<file path="src/rtl/pc_ras_if.sv">
// Fetch-control bundle for pc_ras.
// master : fetch controller, drives the sequencing commands and reads PC/RAS status.
// slave  : pc_ras, consumes the commands and reports pc_cnt, ras_level and the
//          ras_full/ras_empty/ras_ovf/ras_unf status bits.
// Commands : stall, en_cnt, en_offset, pc_offset (signed), en_jump, en_call,
//            en_ret, jump_addr, err_clr.
interface pc_ras_if #(
   parameter int WIDTH     = 16,
   parameter int RAS_DEPTH = 4
) ();
   localparam int LVL_W = $clog2(RAS_DEPTH + 1);

   logic                    stall;
   logic                    en_cnt;
   logic                    en_offset;
   logic signed [WIDTH-1:0] pc_offset;
   logic                    en_jump;
   logic                    en_call;
   logic                    en_ret;
   logic        [WIDTH-1:0] jump_addr;
   logic                    err_clr;

   logic        [WIDTH-1:0] pc_cnt;
   logic        [LVL_W-1:0] ras_level;
   logic                    ras_full;
   logic                    ras_empty;
   logic                    ras_ovf;
   logic                    ras_unf;

   modport master (
      output stall, en_cnt, en_offset, pc_offset, en_jump, en_call, en_ret,
             jump_addr, err_clr,
      input  pc_cnt, ras_level, ras_full, ras_empty, ras_ovf, ras_unf
   );

   modport slave (
      input  stall, en_cnt, en_offset, pc_offset, en_jump, en_call, en_ret,
             jump_addr, err_clr,
      output pc_cnt, ras_level, ras_full, ras_empty, ras_ovf, ras_unf
   );
endinterface

</file>
<file path="src/rtl/pc_ras.sv">
// Fetch-stage program counter with relative branch, absolute jump, call/return
// and a circular return-address stack.
// Ports:
//   clock : rising-edge clock
//   reset : asynchronous, active-high; pc_cnt <= RESET_VEC, RAS emptied, flags cleared
//   bus   : pc_ras_if.slave, carrying the sequencing commands in and the
//           pc_cnt / RAS status out
// Per-cycle priority: stall > en_ret > en_call > en_jump > en_offset > en_cnt > hold.
// All PC arithmetic wraps modulo 2^WIDTH.
module pc_ras #(
   parameter int                  WIDTH     = 16,
   parameter int                  RAS_DEPTH = 4,
   parameter logic [WIDTH-1:0]    RESET_VEC = '0,
   parameter int unsigned         STEP      = 1
) (
   input  logic    clock,
   input  logic    reset,
   pc_ras_if.slave bus
);
   localparam int LVL_W = $clog2(RAS_DEPTH + 1);
   localparam int PTR_W = $clog2(RAS_DEPTH);
   localparam logic [WIDTH-1:0] STEP_W = WIDTH'(STEP);
   localparam logic [LVL_W-1:0] LVL_FULL = LVL_W'(RAS_DEPTH);

   logic [WIDTH-1:0] pc_q, pc_d;
   logic [WIDTH-1:0] stack [RAS_DEPTH];
   logic [PTR_W-1:0] ptr_q, ptr_d;   // slot the next push writes
   logic [LVL_W-1:0] lvl_q, lvl_d;
   logic             ovf_q, unf_q;
   logic             push;
   logic             set_ovf, set_unf;
   logic [PTR_W-1:0] top_idx;
   logic [WIDTH-1:0] seq_pc;
   logic             full, empty;

   function automatic logic [WIDTH-1:0] add_mod(input logic [WIDTH-1:0] a,
                                                input logic [WIDTH-1:0] b);
      return a + b;
   endfunction

   // Signed offset added in two's complement; the sum wraps at 2^WIDTH.
   function automatic logic [WIDTH-1:0] add_offset(input logic        [WIDTH-1:0] pc,
                                                   input logic signed [WIDTH-1:0] off);
      return pc + $unsigned(off);
   endfunction

   // Explicit wrap so RAS_DEPTH need not be a power of two.
   function automatic logic [PTR_W-1:0] ptr_next(input logic [PTR_W-1:0] p);
      return (p == PTR_W'(RAS_DEPTH - 1)) ? '0 : p + 1'b1;
   endfunction

   function automatic logic [PTR_W-1:0] ptr_prev(input logic [PTR_W-1:0] p);
      return (p == '0) ? PTR_W'(RAS_DEPTH - 1) : p - 1'b1;
   endfunction

   assign top_idx = ptr_prev(ptr_q);
   assign seq_pc  = add_mod(pc_q, STEP_W);
   assign full    = (lvl_q == LVL_FULL);
   assign empty   = (lvl_q == '0);

   always_comb begin
      pc_d    = pc_q;
      ptr_d   = ptr_q;
      lvl_d   = lvl_q;
      push    = 1'b0;
      set_ovf = 1'b0;
      set_unf = 1'b0;
      if (!bus.stall) begin
         if (bus.en_ret) begin
            if (empty) begin
               // Underflow: fall through sequentially, stack untouched.
               pc_d    = seq_pc;
               set_unf = 1'b1;
            end else begin
               pc_d  = stack[top_idx];
               ptr_d = top_idx;
               lvl_d = lvl_q - 1'b1;
            end
         end else if (bus.en_call) begin
            // When full, ptr_q already points at the oldest entry, so the
            // push overwrites it and the level saturates.
            push  = 1'b1;
            pc_d  = bus.jump_addr;
            ptr_d = ptr_next(ptr_q);
            if (full) set_ovf = 1'b1;
            else      lvl_d   = lvl_q + 1'b1;
         end else if (bus.en_jump) begin
            pc_d = bus.jump_addr;
         end else if (bus.en_offset) begin
            pc_d = add_offset(pc_q, bus.pc_offset);
         end else if (bus.en_cnt) begin
            pc_d = seq_pc;
         end
      end
   end

   // ---- control registers ----
   always_ff @(posedge clock or posedge reset) begin
      if (reset) begin
         pc_q  <= RESET_VEC;
         ptr_q <= '0;
         lvl_q <= '0;
         ovf_q <= 1'b0;
         unf_q <= 1'b0;
      end else begin
         pc_q  <= pc_d;
         ptr_q <= ptr_d;
         lvl_q <= lvl_d;
         // err_clr acts even under stall; a flag being set this cycle wins.
         ovf_q <= set_ovf | (ovf_q & ~bus.err_clr);
         unf_q <= set_unf | (unf_q & ~bus.err_clr);
      end
   end

   // ---- stack storage (contents are don't-care after reset) ----
   always_ff @(posedge clock) begin
      if (push) stack[ptr_q] <= seq_pc;
   end

   assign bus.pc_cnt    = pc_q;
   assign bus.ras_level = lvl_q;
   assign bus.ras_full  = full;
   assign bus.ras_empty = empty;
   assign bus.ras_ovf   = ovf_q;
   assign bus.ras_unf   = unf_q;
endmodule

</file>
<file path="src/flat_wrapper.sv">
// flat-port wrapper written by rule: the top's interface ports become plain ports
module pc_ras_flat 
#(
   parameter int                  WIDTH     = 16,
   parameter int                  RAS_DEPTH = 4,
   parameter logic [WIDTH-1:0]    RESET_VEC = '0,
   parameter int unsigned         STEP      = 1
)
  (clock, reset, bus_stall, bus_en_cnt, bus_en_offset, bus_pc_offset, bus_en_jump, bus_en_call, bus_en_ret, bus_jump_addr, bus_err_clr, bus_pc_cnt, bus_ras_level, bus_ras_full, bus_ras_empty, bus_ras_ovf, bus_ras_unf);
  pc_ras_if #(.WIDTH(WIDTH), .RAS_DEPTH(RAS_DEPTH)) bus_i ();
  input  logic clock;
  input  logic reset;
  input wire logic [$bits(bus_i.stall)-1:0] bus_stall;
  input wire logic [$bits(bus_i.en_cnt)-1:0] bus_en_cnt;
  input wire logic [$bits(bus_i.en_offset)-1:0] bus_en_offset;
  input wire logic [$bits(bus_i.pc_offset)-1:0] bus_pc_offset;
  input wire logic [$bits(bus_i.en_jump)-1:0] bus_en_jump;
  input wire logic [$bits(bus_i.en_call)-1:0] bus_en_call;
  input wire logic [$bits(bus_i.en_ret)-1:0] bus_en_ret;
  input wire logic [$bits(bus_i.jump_addr)-1:0] bus_jump_addr;
  input wire logic [$bits(bus_i.err_clr)-1:0] bus_err_clr;
  output wire logic [$bits(bus_i.pc_cnt)-1:0] bus_pc_cnt;
  output wire logic [$bits(bus_i.ras_level)-1:0] bus_ras_level;
  output wire logic [$bits(bus_i.ras_full)-1:0] bus_ras_full;
  output wire logic [$bits(bus_i.ras_empty)-1:0] bus_ras_empty;
  output wire logic [$bits(bus_i.ras_ovf)-1:0] bus_ras_ovf;
  output wire logic [$bits(bus_i.ras_unf)-1:0] bus_ras_unf;
  assign bus_i.stall = bus_stall;
  assign bus_i.en_cnt = bus_en_cnt;
  assign bus_i.en_offset = bus_en_offset;
  assign bus_i.pc_offset = bus_pc_offset;
  assign bus_i.en_jump = bus_en_jump;
  assign bus_i.en_call = bus_en_call;
  assign bus_i.en_ret = bus_en_ret;
  assign bus_i.jump_addr = bus_jump_addr;
  assign bus_i.err_clr = bus_err_clr;
  assign bus_pc_cnt = bus_i.pc_cnt;
  assign bus_ras_level = bus_i.ras_level;
  assign bus_ras_full = bus_i.ras_full;
  assign bus_ras_empty = bus_i.ras_empty;
  assign bus_ras_ovf = bus_i.ras_ovf;
  assign bus_ras_unf = bus_i.ras_unf;
  pc_ras #(.WIDTH(WIDTH), .RAS_DEPTH(RAS_DEPTH), .RESET_VEC(RESET_VEC), .STEP(STEP)) u_core (.clock(clock), .reset(reset), .bus(bus_i));
endmodule
</file>
<file path="config.mk">
export PLATFORM = sky130hd
export DESIGN_NAME = pc_ras_flat
export DESIGN_NICKNAME = d
export VERILOG_FILES = /design/src/rtl/pc_ras_if.sv /design/src/rtl/pc_ras.sv /design/src/flat_wrapper.sv
export SDC_FILE = /design/constraint.sdc
export NUM_CORES = 1
export LEC_CHECK = 0
export CELL_PAD_IN_SITES_DETAIL_PLACEMENT = 2
export CELL_PAD_IN_SITES_GLOBAL_PLACEMENT = 2
export CORE_AREA = 2 2 132 134
export DETAILED_ROUTE_END_ITERATION = 10
export DIE_AREA = 0 0 134 136
export GPL_ROUTABILITY_DRIVEN = 0
export PLACE_DENSITY = 0.65
export SLEW_MARGIN = 20
export SYNTH_ARGS = -nofsm -noshare
export SYNTH_HDL_FRONTEND = slang
export SYNTH_SLANG_ARGS = --single-unit
</file>
<file path="constraint.sdc">
create_clock -name clock -period 3.3 [get_ports clock]
set_clock_uncertainty 0.05 [all_clocks]
set_input_delay 0.66 -clock clock [delete_from_list [all_inputs] [get_ports clock]]
set_output_delay 0.66 -clock clock [all_outputs]
set_load 0.01 [all_outputs]
</file>
==> results.toml <==
[worst_setup_path]
criticalPathCategory = "in -> reg"
worstReg2RegEnd = "u_core.bus.pc_cnt[10]$_DFFE_PP0P_"
r2r_start = "u_core.bus.pc_cnt[0]$_DFFE_PP0P_"
worst_r2r_path_depth = 9
critPathMaxFanout = 3
required_ns = 3.49
endpoint_kind = "register"
setup.worst_path.start_class = "input port"
r2r_setup_slack_ns = 0.58
cp_data_arrival_time_ns = 3.21
critPathLaunch = "bus_pc_offset[0]"

[synthesis]
synthArstFlopShare = 0.2644
synth_top_area_share = 0.3726
ys_seq_area_frac = 0.4842
synth-seq-cells = 87
synth_flop_cell = "edfxtp_1"
yosys-top-cells-area = "edfxtp_1 37%, dfrtp_1 11%, mux4_2 7.0%"
yosysTopAreaCell = "edfxtp_1"
yosysMostFrequentCell = "edfxtp_1"
synth_commonest_cells = "64 x edfxtp_1, 44 x nand2_1, 43 x o21ai_0"
syn-cell-area_mm2 = 0.005157
avgSynthCellArea_um2 = 10.97
synth_edf_count = 64
ys_types = 64
yosys_warnings = 0
synth_cells = 470
synth_nets = 533

[timing]
finalHoldViolCount = 0
final-setup-viol-count = 0
finalMaxSlewViolations = 0
timing.hold.ws_ns = 0.4749
fin_crit_sh = 0.9132
fmax_ghz = 0.3318
slew_headroom = 0.6055
rsz0062_at_grt = "no"
setup_slack_ns = 0.2864
worst_slew_pin_slew_ns = 0.5875
fin_tns_setup_ns = 0
fin_crit_ns = 3.014

[detailed_routing]
wirelength_mm = 18.64
drt_iter0_markers = 185
drc_errors = 0
postRouteAntennaNets = 0
wl_per_cell_um = 23.74
drt-pass1-iter-count = 4
vias_per_cell = 5.521
num_vias = 4334

[floorplan]
die_y_um = 136
die_x_um = 134
core_mm2 = 0.01688
dieArea_mm2 = 0.01822
start_util = 0.3056
core.rowCount = 48
io_pins = 64

[clocking]
cts_resized = 0
root_buffer = "clkbuf_16"
post_cts_buffers = 0
cts_tree = "done"
clkLatencyLatePin_ns = 0.36
cts_buffer_depth = 2
cts-buffers-inserted = 9
cts.reportedPaths.clkPinSlew_ns = 0.07
cts.sinks = 87
htreeDepth = 3
cts_hold_buf = 0

[placed_design]
pre_cts_slack_ns = -0.08957
dpl.hpwl_mm = 14.09
dp.cells = 769
io_buffers = 63
placed_area_mm2 = 0.006236

[final_layout]
multi_input_area_mm2 = 0.002472
seq_area_mm2 = 0.002497
nets = 618
area_growth_pct = 27.12
stdcell_count = 785
final_util = 0.3885
diodes = 0
design_area_mm2 = 0.006556
nFillCells = 1809
final_layout_size_suffix_gt1_frac = 0.1375

[global_routing]
track_usage = 0.2131
grt_max_degree = 28
antenna_found_initial = 0
grt_pass1_wl_mm = 28.61
grt.overflow.total = 0
grt_pass1_vias = 4863

[hold_path]
whs_path_depth = 1
hold_start = "u_core.bus.ras_level[2]$_DFFE_PP0P_"
min_path_type = "reg -> reg"
whs_endpoint = "u_core.bus.ras_level[2]$_DFFE_PP0P_"

[power_and_ir_drop]
total_power_mw = 5.890
power.leakage_nw = 2.452
vdd_drop_max_mv = 0.3265
power_density_mw_per_mm2 = 898.4

[outcome]
status = "complete, no violations"

[run]
max_cap_viol_count = 0
-- layer usage --
layer,vias to the layer above,share of wire,global-route usage
met3,20,0.026,0.02424
met1,2252,0.46,0.2741
li1,1979,-,-
met4,0,0.020,0.07092
met5,-,0,0
met2,83,0.50,0.3744
-- area by class of cell --
cell class	instances	area share
clock buffers	9	0.03435
clock inverters	7	0.01450
inverters	21	0.01202
multi-input cells	338	0.3771
flip-flops and latches	87	0.3809
well taps	225	0.04294
repair buffers	98	0.1382
-- report_power, final --
| group | leakage (nW) | switching, mW | internal [mW] |
|---|---|---|---|
| clock network | 0.157 | 0.504 | 0.612 |
| registers | 0.859 | 0.242 | 1.49 |
| logic | 1.44 | 1.71 | 1.33 |
| total | 2.45 | 2.46 | 3.43 |
-- cell usage in the layout (no fill, tap or decap), types with 8 or more instances in the layout --
master,n
clkdlybuf4s50_1,63
clkbuf_16,9
a22oi_1,8
xor2_1,9
o21ai_0,43
and3_1,10
ha_1,20
buf_4,34
inv_1,20
nand2_1,44
mux4_2,16
nor2_1,27
nand3_1,15
edfxtp_1,64
xnor2_1,15
a21oi_1,24
dfrtp_1,23
-- worst max-delay path, stage by stage --
cell             delay, ns
clkdlybuf4s50_1       0.41
ha_1                  0.21
fa_1                  0.39
a211oi_1              0.41
o21ai_0               0.18
a21oi_1               0.22
buf_4                 0.16
xor2_1                0.13
o21ai_0               0.09
a221o_1               0.33
-- sequential cells by signal (all words and copies together), names as in the netlist --
name,cells
u_core.bus.pc_cnt,16
u_core.bus.ras_level,3
u_core.bus.ras_ovf,1
u_core.bus.ras_unf,1
u_core.stack,64
u_core.ptr_q,2
-- cells by family after synthesis --
logic type | share of synthesized area
compound gates | 0.1776
simple gates | 0.1206
flops | 0.4842
buf+inv | 0.03687
xor+xnor | 0.04076
mux | 0.08370
fa+ha+maj | 0.05628
-- worst max path at each step --
stage,to,slack (ns),depth (start not counted)
after CTS,u_core.bus.pc_cnt[10]$_DFFE_PP0P_,0.29,10
after global routing,u_core.bus.pc_cnt[10]$_DFFE_PP0P_,0.10,10
final,u_core.bus.pc_cnt[10]$_DFFE_PP0P_,0.29,10
after global placement,u_core.bus.pc_cnt[10]$_DFFE_PP0P_,-0.001,10
after detailed placement,u_core.bus.pc_cnt[10]$_DFFE_PP0P_,-0.09,10
after floorplan,u_core.bus.pc_cnt[10]$_DFFE_PP0P_,0.66,8
Note: power is estimated with default switching activity, not from simulation.
